## config.mk

```make
export PLATFORM = sky130hd
export DESIGN_NAME = radix2_divider_flat
export DESIGN_NICKNAME = d
export VERILOG_FILES = /design/src/rtl/radix2_divider_pkg.sv /design/src/rtl/radix2_divider_if.sv /design/src/rtl/radix2_divider_div_step.sv /design/src/rtl/radix2_divider.sv /design/src/flat_wrapper.sv
export SDC_FILE = /design/constraint.sdc
export NUM_CORES = 1
export LEC_CHECK = 0
export BUFFER_PORTS_ARGS = -buffer_cell sky130_fd_sc_hd__buf_2
export CORE_ASPECT_RATIO = 0.8
export CORE_MARGIN = 5
export CORE_UTILIZATION = 50
export DETAILED_ROUTE_END_ITERATION = 12
export GPL_TIMING_DRIVEN = 0
export PLACE_DENSITY = 0.82
export SYNTH_ARGS = -nofsm -noshare
export SYNTH_HDL_FRONTEND = slang
export SYNTH_SLANG_ARGS = --single-unit
```

## constraint.sdc

```tcl
create_clock -name clock -period 2.4 [get_ports clock]
set_clock_uncertainty 0.2 [all_clocks]
set_input_delay 0.24 -clock clock [delete_from_list [all_inputs] [get_ports clock]]
set_output_delay 0.24 -clock clock [all_outputs]
set_load 0.02 [all_outputs]
```

## src/rtl/radix2_divider_pkg.sv

```systemverilog
// radix2_divider shared types and widths.
// Build option: RADIX2_DIVIDER_EARLY_EXIT_EN.
package radix2_divider_pkg;

  localparam int DEF_BIT    = 8;
  localparam int BIT        = DEF_BIT;
  localparam int DIVIDEND_W = 2 * BIT - 1;
  localparam int REM_W      = BIT + 1;
  localparam int CNT_W      = $clog2(2 * BIT);

  typedef enum logic [1:0] {
    IDLE,
    BUSY,
    DONE
  } state_e;

endpackage

```

## src/rtl/radix2_divider_if.sv

```systemverilog
// radix2_divider operand/result handshake bundle.
// Build option: RADIX2_DIVIDER_EARLY_EXIT_EN.
interface radix2_divider_if #(
  parameter int BIT = 8
);

  logic             in_valid;
  logic             in_ready;
  logic [2*BIT-2:0] dividend;
  logic [BIT-1:0]   divisor;
  logic             out_valid;
  logic             out_ready;
  logic [2*BIT-2:0] quotient;
  logic [BIT-1:0]   remainder;
  logic             div_by_zero;

  modport master (
    output in_valid,
    output dividend,
    output divisor,
    output out_ready,
    input  in_ready,
    input  out_valid,
    input  quotient,
    input  remainder,
    input  div_by_zero
  );

  modport slave (
    input  in_valid,
    input  dividend,
    input  divisor,
    input  out_ready,
    output in_ready,
    output out_valid,
    output quotient,
    output remainder,
    output div_by_zero
  );

endinterface

```

## src/rtl/radix2_divider_div_step.sv

```systemverilog
// One restoring-division step, purely combinational.
// Build option: RADIX2_DIVIDER_EARLY_EXIT_EN.
module div_step #(
  parameter int BIT = 8
) (
  input  logic [BIT:0]   rem_i,
  input  logic           bit_i,
  input  logic [BIT-1:0] divisor_i,
  output logic [BIT:0]   rem_o,
  output logic           qbit_o
);

  logic [BIT+1:0] sh;
  logic [BIT:0]   df;

  assign sh     = {rem_i, bit_i};
  assign qbit_o = sh >= {2'b00, divisor_i};
  // true difference is below divisor, so modulo width is exact
  assign df     = sh[BIT:0] - {1'b0, divisor_i};
  assign rem_o  = qbit_o ? df : sh[BIT:0];

endmodule

```

## src/rtl/radix2_divider.sv

```systemverilog
// radix2_divider: sequential restoring divider, MSB first.
// Build option: RADIX2_DIVIDER_EARLY_EXIT_EN (dividend<divisor finishes at once).
module radix2_divider
  import radix2_divider_pkg::*;
#(
  parameter int BIT = DEF_BIT
) (
  input  logic            clock,
  input  logic            reset,
  radix2_divider_if.slave bus
);

  localparam int DW = 2 * BIT - 1;
  localparam int RW = BIT + 1;
  localparam int CW = $clog2(2 * BIT);
  localparam logic [CW-1:0] CNT_INIT = CW'(DW);

  state_e          state_q, state_d;
  logic [DW-1:0]   wrk_q, wrk_d;
  logic [DW-1:0]   quo_q, quo_d;
  logic [RW-1:0]   rem_q, rem_d;
  logic [RW-1:0]   step_rem;
  logic [BIT-1:0]  dvs_q, dvs_d;
  logic [BIT-1:0]  rmd_q, rmd_d;
  logic [CW-1:0]   cnt_q, cnt_d;
  logic            dbz_q, dbz_d;
  logic            step_qbit;
  logic            idle;
  logic            done;
  logic            early;

  div_step #(
    .BIT(BIT)
  ) u_step (
    .rem_i    (rem_q),
    .bit_i    (wrk_q[DW-1]),
    .divisor_i(dvs_q),
    .rem_o    (step_rem),
    .qbit_o   (step_qbit)
  );

`ifdef RADIX2_DIVIDER_EARLY_EXIT_EN
  assign early = bus.dividend < DW'(bus.divisor);
`else
  assign early = 1'b0;
`endif

  assign bus.in_ready    = idle & ~reset;
  assign bus.out_valid   = done;
  assign bus.quotient    = quo_q;
  assign bus.remainder   = rmd_q;
  assign bus.div_by_zero = dbz_q;

  // next-state, datapath and handshake decode
  always_comb begin
    state_d = state_q;
    wrk_d   = wrk_q;
    rem_d   = rem_q;
    dvs_d   = dvs_q;
    cnt_d   = cnt_q;
    quo_d   = quo_q;
    rmd_d   = rmd_q;
    dbz_d   = dbz_q;
    idle    = 1'b0;
    done    = 1'b0;
    unique case (state_q)
      IDLE: begin
        idle = 1'b1;
        if (bus.in_valid) begin
          dvs_d = bus.divisor;
          if (bus.divisor == '0) begin
            quo_d   = '1;
            rmd_d   = bus.dividend[BIT-1:0];
            dbz_d   = 1'b1;
            state_d = DONE;
          end else if (early) begin
            quo_d   = '0;
            rmd_d   = bus.dividend[BIT-1:0];
            dbz_d   = 1'b0;
            state_d = DONE;
          end else begin
            wrk_d   = bus.dividend;
            rem_d   = '0;
            cnt_d   = CNT_INIT;
            state_d = BUSY;
          end
        end
      end
      BUSY: begin
        wrk_d = {wrk_q[DW-2:0], step_qbit};
        rem_d = step_rem;
        cnt_d = cnt_q - 1'b1;
        if (cnt_q == CW'(1)) begin
          quo_d   = {wrk_q[DW-2:0], step_qbit};
          rmd_d   = step_rem[BIT-1:0];
          dbz_d   = 1'b0;
          state_d = DONE;
        end
      end
      DONE: begin
        done = 1'b1;
        if (bus.out_ready) begin
          state_d = IDLE;
        end
      end
      default: state_d = IDLE;
    endcase
  end

  // state register
  always_ff @(posedge clock) begin
    if (reset) begin
      state_q <= IDLE;
    end else begin
      state_q <= state_d;
    end
  end

  // operand, working and result registers
  always_ff @(posedge clock) begin
    if (reset) begin
      wrk_q <= '0;
      rem_q <= '0;
      dvs_q <= '0;
      cnt_q <= '0;
      quo_q <= '0;
      rmd_q <= '0;
      dbz_q <= 1'b0;
    end else begin
      wrk_q <= wrk_d;
      rem_q <= rem_d;
      dvs_q <= dvs_d;
      cnt_q <= cnt_d;
      quo_q <= quo_d;
      rmd_q <= rmd_d;
      dbz_q <= dbz_d;
    end
  end

endmodule

```

## src/flat_wrapper.sv

```systemverilog
// flat-port wrapper written by rule: the top's interface ports become plain ports
module radix2_divider_flat import radix2_divider_pkg::*;
#(
  parameter int BIT = DEF_BIT
)
  (clock, reset, bus_in_valid, bus_dividend, bus_divisor, bus_out_ready, bus_in_ready, bus_out_valid, bus_quotient, bus_remainder, bus_div_by_zero);
  radix2_divider_if #(.BIT(BIT)) bus_i ();
  input  logic clock;
  input  logic reset;
  input wire logic [$bits(bus_i.in_valid)-1:0] bus_in_valid;
  input wire logic [$bits(bus_i.dividend)-1:0] bus_dividend;
  input wire logic [$bits(bus_i.divisor)-1:0] bus_divisor;
  input wire logic [$bits(bus_i.out_ready)-1:0] bus_out_ready;
  output wire logic [$bits(bus_i.in_ready)-1:0] bus_in_ready;
  output wire logic [$bits(bus_i.out_valid)-1:0] bus_out_valid;
  output wire logic [$bits(bus_i.quotient)-1:0] bus_quotient;
  output wire logic [$bits(bus_i.remainder)-1:0] bus_remainder;
  output wire logic [$bits(bus_i.div_by_zero)-1:0] bus_div_by_zero;
  assign bus_i.in_valid = bus_in_valid;
  assign bus_i.dividend = bus_dividend;
  assign bus_i.divisor = bus_divisor;
  assign bus_i.out_ready = bus_out_ready;
  assign bus_in_ready = bus_i.in_ready;
  assign bus_out_valid = bus_i.out_valid;
  assign bus_quotient = bus_i.quotient;
  assign bus_remainder = bus_i.remainder;
  assign bus_div_by_zero = bus_i.div_by_zero;
  radix2_divider #(.BIT(BIT)) u_core (.clock(clock), .reset(reset), .bus(bus_i));
endmodule
```

== Word-level counts from Yosys, hierarchy flattened ==
Cells that the tools add are included.
Word-level totals
  input port bits: 27
  output and inout bits: 26
  logic and storage cells: 57
  flip-flop bits (word level): 62
Cells by class
  reduce and logical (&&, ||, !) cells: 7
  muxes and demuxes: 29
  $add $sub $neg: 2
  bitwise operators: 2
  $lt $le $gt $ge: 1
  equality and inequality tests: 8
Operators by type and width (count)
  15-bit two-way mux: 5
  15-bit one-hot mux with 2 select lines: 2
  9-bit two-way mux: 3
  8-bit two-way mux: 3
  9-bit one-hot mux with 2 select lines: 1
  8-bit one-hot mux with 2 select lines: 1
  10-bit by 8-bit greater-or-equal comparator with 1-bit output: 1
  9-bit by 8-bit subtractor with 9-bit output: 1
  8-bit zero test: 1
  2-bit two-way mux: 4
  4-bit two-way mux: 2
  4-bit one-hot mux with 2 select lines: 1
  2-bit inequality test (second input constant): 3
  2-bit one-hot mux with 3 select lines: 1
  3-bit AND reduction: 2
  1-bit two-way mux: 5
  4-bit by 1-bit == test with 1-bit output (second input constant): 1
  2-bit by 1-bit inequality test with 1-bit output (second input constant): 2
  4-bit AND reduction: 1
  4-bit by 1-bit subtractor with 4-bit output (second input constant): 1
  2-bit by 1-bit == test with 1-bit output (second input constant): 1
  2-bit == test (second input constant): 1
  2-bit zero test: 1
  1-bit one-hot mux with 2 select lines: 1
  other kinds (4): 4

== Logic depth before layout (Yosys ltp) ==
Gate-level depths: netlist of run 1.
  depth in word-level cells: 4
  mapped depth: 11
  mapped depth without buffers: 10

== Hierarchy ==
From an unflattened synthesis of run 1, not the netlist that was laid out.
Second synthesis, totals
  cell total of the unflattened synthesis: 343
  area, all modules: 3146.8 um^2
Modules (own cells, without submodules)
  radix2_divider: cells each 268, sequential area each 1241.2 um^2, times used 1, area an instance 2623.8 um^2
  div_step: cells each 75, sequential area each 0.0 um^2, times used 1, area an instance 523.0 um^2

== Least setup slack after synthesis of run 1 ==
OpenSTA, ideal clock, no wires.
  path type: register to register
  from: register u_core.wrk_q[14]
  to: register u_core.rmd_q[3], in the netlist u_core.bus.remainder[3]
  required time: 2.064 ns
  clock period less this slack: 2.345 ns
  arrival: 2.008 ns
  cell stages (with the launch flop): 12
  path buffers: 1
  slack: 0.055 ns
  setup time: 0.136 ns
  cells stage by stage: dfxtp_1 -> inv_1 -> ha_1 -> inv_1 -> fa_1 -> nand3_1 -> a211oi_2 -> nor3b_4 -> buf_6 -> mux2_4 -> nand2_2 -> a311oi_2
On the way
  longest elaborated chain between the ends: 4
  elaborated cells between the ends (all ways): 5
  classes of those cells: add/sub: 1; order compare: 1; mux: 3
Ends and longest elaborated chain
  from (decl): RTL line radix2_divider.sv:19  | logic [DW-1:0] wrk_q, wrk_d;
  from (signal assigned): RTL line radix2_divider.sv:130  | wrk_q <= wrk_d;
  9-bit by 8-bit subtractor with 9-bit output / 10-bit by 8-bit greater-or-equal comparator with 1-bit output (equally long branches): RTL line radix2_divider_div_step.sv:19, radix2_divider_div_step.sv:17
  9-bit two-way mux (*): RTL line radix2_divider_div_step.sv:20  | assign rem_o = qbit_o ? df : sh[BIT:0];
  8-bit two-way mux (*): RTL line radix2_divider.sv:93  | if (cnt_q == CW'(1)) begin
  8-bit one-hot mux with 2 select lines (*): RTL line radix2_divider.sv:66  | unique case (state_q)
  to (signal assigned): RTL line radix2_divider.sv:135  | rmd_q <= rmd_d;
  to (decl): RTL line radix2_divider.sv:24  | logic [BIT-1:0] rmd_q, rmd_d;
Mark *: on every way between the ends. The rest lies on a longest branch, timed or not. The select of a mux whose other input is x is not followed.
A chain may end at the register's enable or synchronous reset.

== Worst setup path in the final report of run 1 ==
  from: register u_core.wrk_q[14]
  to: register u_core.rmd_q[0], in the netlist u_core.bus.remainder[0]
The elaborated chain is that of the path after synthesis.

==> results of run 1 <==
cell families (layout without fill, tap and decap cells):
group / count (synthesis) / in the layout / share of synthesized area [%]
flops: 62 / 62 / 40.5
simple gates: 156 / 156 / 22.3
xor+xnor: 7 / 7 / 2.00
compound gates: 69 / 69 / 19.7
fa+ha+maj: 11 / 11 / 4.74
mux: 15 / 15 / 5.23
buf+inv: 36 / 128 / 5.52
metal layers:
layer / part of all wire [%] / up-vias
li1: - / 1412
met1: 43 / 1403
met2: 47 / 114
met3: 7.8 / 17
met4: 1.6 / 0
met5: 0 / -
worst min-delay path by stage:
stage,from,to,slack [ps],cells past startpoint
floorplan,bus_divisor[1],u_core.dvs_q[1]$_SDFFE_PP0P_,190,2
global placement,u_core.rem_q[1]$_SDFFE_PP0P_,u_core.rem_q[1]$_SDFFE_PP0P_,270,2
detailed placement,u_core.rem_q[1]$_SDFFE_PP0P_,u_core.rem_q[1]$_SDFFE_PP0P_,280,2
CTS,bus_dividend[5],u_core.wrk_q[5]$_SDFFE_PP0P_,3,3
global route,bus_dividend[5],u_core.wrk_q[5]$_SDFFE_PP0P_,3,3
finish,bus_dividend[5],u_core.wrk_q[5]$_SDFFE_PP0P_,6,3
cells in the final DEF (no fill, tap or decap), types with 4 or more instances in the layout:
cell type and instances:
clkbuf_8 11, clkbuf_1 10, a211oi_1 10, mux2i_1 10
dlygate4sd3_1 17, buf_6 6, buf_2 61, mux2_4 4
nor2_1 71, nand2_1 47, nand2_2 5, xor2_1 4
a311oi_2 14, a21oi_2 6, nor3_1 11, a311oi_1 9
ha_1 6, dfxtp_1 61, a21oi_1 13, inv_1 12
buf_4 4
power by group:
group / total (mW) / switching (mW) / internal [mW]
registers: 1.19 / 0.0723 / 1.12
logic: 1.17 / 0.606 / 0.568
clock network: 0.966 / 0.433 / 0.534
total: 3.33 / 1.11 / 2.22
worst reg2reg max path, stage by stage (launching register included):
cell and delay, ps:
dfxtp_2 330, inv_2 80, ha_4 140, inv_2 30
fa_2 360, nand3_4 110, a211oi_4 80, nor3b_4 270
buf_6 170, mux2i_1 230, nand2_1 140, a311oi_2 210
Yosys cell counts (4+ instances only):
library cell  number
nor2_1            71
dfxtp_1           62
nand2_1           51
a21oi_1           16
a311oi_2          14
inv_1             14
nor3_1            11
a211oi_1          10
clkbuf_1          10
ha_1              10
mux2i_1           10
a311oi_1           9
buf_2              9
xor2_1             4
timing repair:
item                                    CTS  global route
endpoints found under the setup margin   15            40
hold buffers                             17             0
pin swaps                                 5             5
hold endpoints to repair                 19             0
resized for setup                        17            14
setup buffers                             6             1
area by class of cell:
type                            instances  area (sq um)
Timing Repair Buffer                   76           494
Multi-Input combinational cell        258          1740
Fill cell                             471          1980
Sequential cell                        62          1240
Buffer                                 22           116
Inverter                               14          52.6
Clock inverter                          5          57.6
Clock buffer                           11           151
Tap cell                               81           101
sequential cells by signal (all words and copies together), names as in the netlist:
register                flops
u_core.dvs_q                8
u_core.bus.div_by_zero      1
u_core.state_q              2
u_core.cnt_q                4
u_core.wrk_q               15
u_core.bus.quotient        15
u_core.rem_q                9
u_core.bus.remainder        8
==> impl_metrics.env, run 1 <==
export IMPL_synth_area_sq_um=3060
export IMPL_peakVddDrop_uv=447
export IMPL_grt_first_pass_wirelength_mm=14.3
export IMPL_clockBufferDepth=2
export IMPL_core_sq_um=5940
export IMPL_dpl_hpwl_mm=5.92
export IMPL_use_met2_pct=38.9
export IMPL_fin_ws_ps=-39.0
export IMPL_drt_vias_per_instance=5.57
export IMPL_end_kind="flip-flop"
export IMPL_cts_tree="built"
export IMPL_h_tree_depth=3
export IMPL_status="finished with violations"
export IMPL_dieWidth_um=97.5
export IMPL_ys_async_sr_fraction_pct=0
export IMPL_ctsRootBufferMaster="clkbuf_8"
export IMPL_synth_seq_area_share_pct=40.5
export IMPL_cp_startpoint="u_core.wrk_q[14]$_SDFFE_PP0P_"
export IMPL_grt_busiest_layer="met2"
export IMPL_hold_path_class="in -> reg"
export IMPL_relSlewSlack_pct=49.2
export IMPL_timing_hold_ws_ps=6.01
export IMPL_reg2reg_to="u_core.bus.remainder[0]$_SDFFE_PP0P_"
export IMPL_grt_total_usage_pct=23.2
export IMPL_ys_seq_elements=62
export IMPL_finalSetupViolCount=2
export IMPL_dieArea_sq_um=7800
export IMPL_finalSetupTns_ps=-52.6
export IMPL_cp_max_fo=6
export IMPL_synth_edff_count=0
export IMPL_cts_inserted_buffers=9
export IMPL_cpPeakStageDelay_ps=360
export IMPL_diodes=0
export IMPL_worst_path_max_delay_cell="fa_2"
export IMPL_powerDensity_nw_per_um2=840
export IMPL_ys_types=47
export IMPL_drtAntennaViolNets=0
export IMPL_clkTransAtPathRegs_ps=70
export IMPL_grt_max_degree=12
export IMPL_achievable_frequency_ghz=0.410
export IMPL_pre_cts_slack_ps=-199
export IMPL_finalPower_mw=3.33
export IMPL_io_buffers=52
export IMPL_gr_usage_met1_pct=28.3
export IMPL_cp_depth=11
export IMPL_gr_usage_met3_pct=7.95
export IMPL_timing_rr_start="u_core.wrk_q[14]$_SDFFE_PP0P_"
export IMPL_min_period_ps=2440
export IMPL_top_level_ports=53
export IMPL_critPathBufInv=3
export IMPL_cp_top_family="simple AND/OR/NAND/NOR gates"
export IMPL_tightest_slew_ps=762
export IMPL_crit_end="u_core.bus.remainder[0]$_SDFFE_PP0P_"
export IMPL_dp_cells=489
export IMPL_cp_required_ps=2470
export IMPL_violations="negative setup slack"
export IMPL_clk_insertion_delay_late_ps=350
export IMPL_r2r_slack_ps=-40
export IMPL_period_share_pct=102
export IMPL_antenna_found_initial=0
export IMPL_synth_top_area_cell="dfxtp_1"
export IMPL_routed_wl_mm=8.62
export IMPL_drtPass1Iterations=4
export IMPL_leakage_nw=1.64
export IMPL_cp_cell_sequence="inv_2, ha_4, inv_2, fa_2, nand3_4, a211oi_4, nor3b_4, buf_6, mux2i_1, nand2_1, a311oi_2"
export IMPL_vias=2946
export IMPL_rsz0062_at_grt="true"
export IMPL_utilization_pct=66.6
export IMPL_fin_nets=481
export IMPL_syn_instance_count=356
export IMPL_placed_area_sq_um=3420
export IMPL_syn_area_per_cell_sq_um=8.60
export IMPL_synth_top_area_share_pct=40.5
export IMPL_criticalPathCategory="reg -> reg"
export IMPL_rows=25
export IMPL_grt_pass1_vias=2941
export IMPL_drive_gt1_share_pct=30.4
export IMPL_syn_nets=394
export IMPL_drc_errors=0
export IMPL_hold_violations=0
export IMPL_start_util_pct=51.5
export IMPL_gr_total_overflow=0
export IMPL_drt_wirelength_per_cell_um=16.3
export IMPL_worstRegToRegCells=11
export IMPL_synth_main_ff_cell="dfxtp_1"
export IMPL_cp_common_cell="inv_2"
export IMPL_arrival_ps=2510
export IMPL_place_congestion=0.827
export IMPL_drt_iter0_drc=241
export IMPL_clock_sinks=62
export IMPL_die_y_um=80.0
export IMPL_maxSlewViolCount=0
export IMPL_maxCapViolCount=0
export IMPL_final_cells=529
export IMPL_area_growth_syn_to_layout_pct=29.3
export IMPL_critPathLaunchType="flip-flop"
export IMPL_ys_warnings_count=0
export IMPL_synthTopCellsByArea="dfxtp_1 41%, nor2_1 8.7%, a311oi_2 6.9%"
export IMPL_stdcell_area_sq_um=3960
(Power assumes the default switching activity.)
==> run 2, diff against run 1 <==
- REMOVE_ABC_BUFFERS: default -> 1
==> impl_metrics.env, run 2 (synthesized netlist as in run 1, its figures left out) <==
export IMPL_core_sq_um=5940
export IMPL_cpPeakStageDelay_ps=370
export IMPL_dieWidth_um=97.5
export IMPL_drt_wirelength_per_cell_um=14.9
export IMPL_status="finished with violations"
export IMPL_final_cells=514
export IMPL_achievable_frequency_ghz=0.409
export IMPL_fin_ws_ps=-44.0
export IMPL_drc_errors=0
export IMPL_clk_insertion_delay_late_ps=350
export IMPL_die_y_um=80.0
export IMPL_timing_rr_start="u_core.wrk_q[14]$_SDFFE_PP0P_"
export IMPL_vias=2807
export IMPL_dieArea_sq_um=7800
export IMPL_h_tree_depth=3
export IMPL_multiInputGateArea_sq_um=1780
export IMPL_hold_start="bus_dividend[0]"
export IMPL_end_kind="flip-flop"
export IMPL_cp_common_cell="inv_2"
export IMPL_gr_total_overflow=0
export IMPL_start_util_pct=51.5
export IMPL_placed_area_sq_um=3340
export IMPL_dpl_hpwl_mm=4.75
export IMPL_finalSetupTns_ps=-91.9
export IMPL_utilization_pct=66.9
export IMPL_mostFrequentLayoutCells="71 x nor2_1, 60 x dfxtp_1, 52 x buf_2"
export IMPL_grt_first_pass_wirelength_mm=12.4
export IMPL_cts_tree="built"
export IMPL_cp_startpoint="u_core.wrk_q[14]$_SDFFE_PP0P_"
export IMPL_clock_sinks=62
export IMPL_area_growth_syn_to_layout_pct=29.8
export IMPL_clockBufferDepth=2
export IMPL_regArea_sq_um=1240
export IMPL_tightest_slew_ps=1300
export IMPL_powerDensity_nw_per_um2=850
export IMPL_peakVddDrop_uv=523
export IMPL_cp_top_family="simple AND/OR/NAND/NOR gates"
export IMPL_dp_cells=468
export IMPL_maxCapViolCount=0
export IMPL_period_share_pct=102
export IMPL_clkTransAtPathRegs_ps=70
export IMPL_relSlewSlack_pct=13.0
export IMPL_leakage_nw=1.61
export IMPL_drt_iter0_drc=147
export IMPL_cp_cell_sequence="inv_2, ha_4, inv_2, fa_2, nand3_4, a211oi_4, nor3b_4, buf_12, buf_4, and3_4, a21oi_4, a311oi_2"
export IMPL_finalSetupViolCount=4
export IMPL_cp_required_ps=2440
export IMPL_cts_inserted_buffers=9
export IMPL_violations="negative setup slack"
export IMPL_grt_max_degree=66
export IMPL_drtPass1Iterations=4
export IMPL_rows=25
export IMPL_worst_path_max_delay_cell="fa_2"
export IMPL_criticalPathCategory="reg -> reg"
export IMPL_io_buffers=52
export IMPL_critPathBufInv=4
export IMPL_maxSlewViolCount=0
export IMPL_fillers=495
export IMPL_ctsRootBufferMaster="clkbuf_8"
export IMPL_drtAntennaViolNets=0
export IMPL_top_level_ports=53
export IMPL_min_period_ps=2440
export IMPL_critPathLaunchType="flip-flop"
export IMPL_drive_gt1_share_pct=29.1
export IMPL_drt_vias_per_instance=5.46
export IMPL_stdcell_area_sq_um=3980
export IMPL_place_congestion=0.885
export IMPL_routed_wl_mm=7.66
export IMPL_rsz0062_at_grt="true"
export IMPL_grt_pass1_vias=2739
export IMPL_fin_nets=466
export IMPL_diodes=0
export IMPL_antenna_found_initial=0
export IMPL_grt_total_usage_pct=19.8
export IMPL_arrival_ps=2490
export IMPL_pre_cts_slack_ps=-428
export IMPL_hold_path_class="in -> reg"
export IMPL_final_common_cell="nor2_1"
export IMPL_hold_violations=0
export IMPL_cp_max_fo=7
-- run 2: changes by cell type in the layout (fill, tap and decap cells not counted), moves of 2 or more --
cell,before,now
dlygate4sd3_1,17,20
mux2_2,1,3
clkbuf_1,10,0
buf_2,61,52
buf_4,4,8
nand2_2,5,1
nand2_1,47,51
buf_12,0,2
a21oi_2,6,2
buf_6,6,1
a21oi_4,0,3
mux2_4,4,1
-- run 2: power by group --
group	internal (mW)	switching, mW
Clock	0.609	0.422
Sequential	1.12	0.0713
Combinational	0.575	0.586
Total	2.30	1.08
-- run 2: tightest hold or removal path: stages --
cell	delay [ps]
buf_2	110
nand2_1	70
a311oi_2	80
-- run 2: area by class of cell --
cell class              instances  share of cell area [%]
repair buffers                 83                    14.4
clock inverters                 6                    2.14
well taps                      81                    2.55
flip-flops and latches         62                    31.3
clock buffers                  10                    3.46
inverters                      14                    1.32
multi-input cells             258                    44.9
-- run 2: final timing paths --
path	slack [ps]	endpoint	cells after the start
setup / recovery	-40	u_core.bus.remainder[6]$_SDFFE_PP0P_	12
hold / removal	4	u_core.bus.remainder[0]$_SDFFE_PP0P_	3
setup reg to reg	-40	u_core.bus.remainder[6]$_SDFFE_PP0P_	12
hold reg to reg	290	u_core.bus.remainder[7]$_SDFFE_PP0P_	2
-- run 2: stage by stage --
| step | hold WS, ps | power [mW] |
|---|---|---|
| after floorplan | 108 | 1.82 |
| after global placement | 267 | 2.00 |
| after detailed placement | 277 | 2.02 |
| after CTS | 2.02 | 3.28 |
| after global routing | 7.94 | 3.55 |
| final | 4.37 | 3.38 |
-- run 2: routing by layer --
layer  vias up  part of all wire, %  GRT usage, %  wire, um
met5         -                    0             0         0
met4         0                  2.1          5.95       157
met3        21                  7.3          6.72       557
met2        86                   49          33.7      3730
met1      1317                   42          23.9      3210
li1       1383                    -             -         -
-- run 2: what timing repair did --
| action | in CTS | in global routing |
|---|---|---|
| setup buffers | 6 | 5 |
| hold buffers | 20 | 0 |
| pin swaps | 3 | 9 |
| endpoints found under the setup margin | 36 | 26 |
| endpoints found under the hold margin | 23 | 0 |
| resized for setup | 12 | 16 |
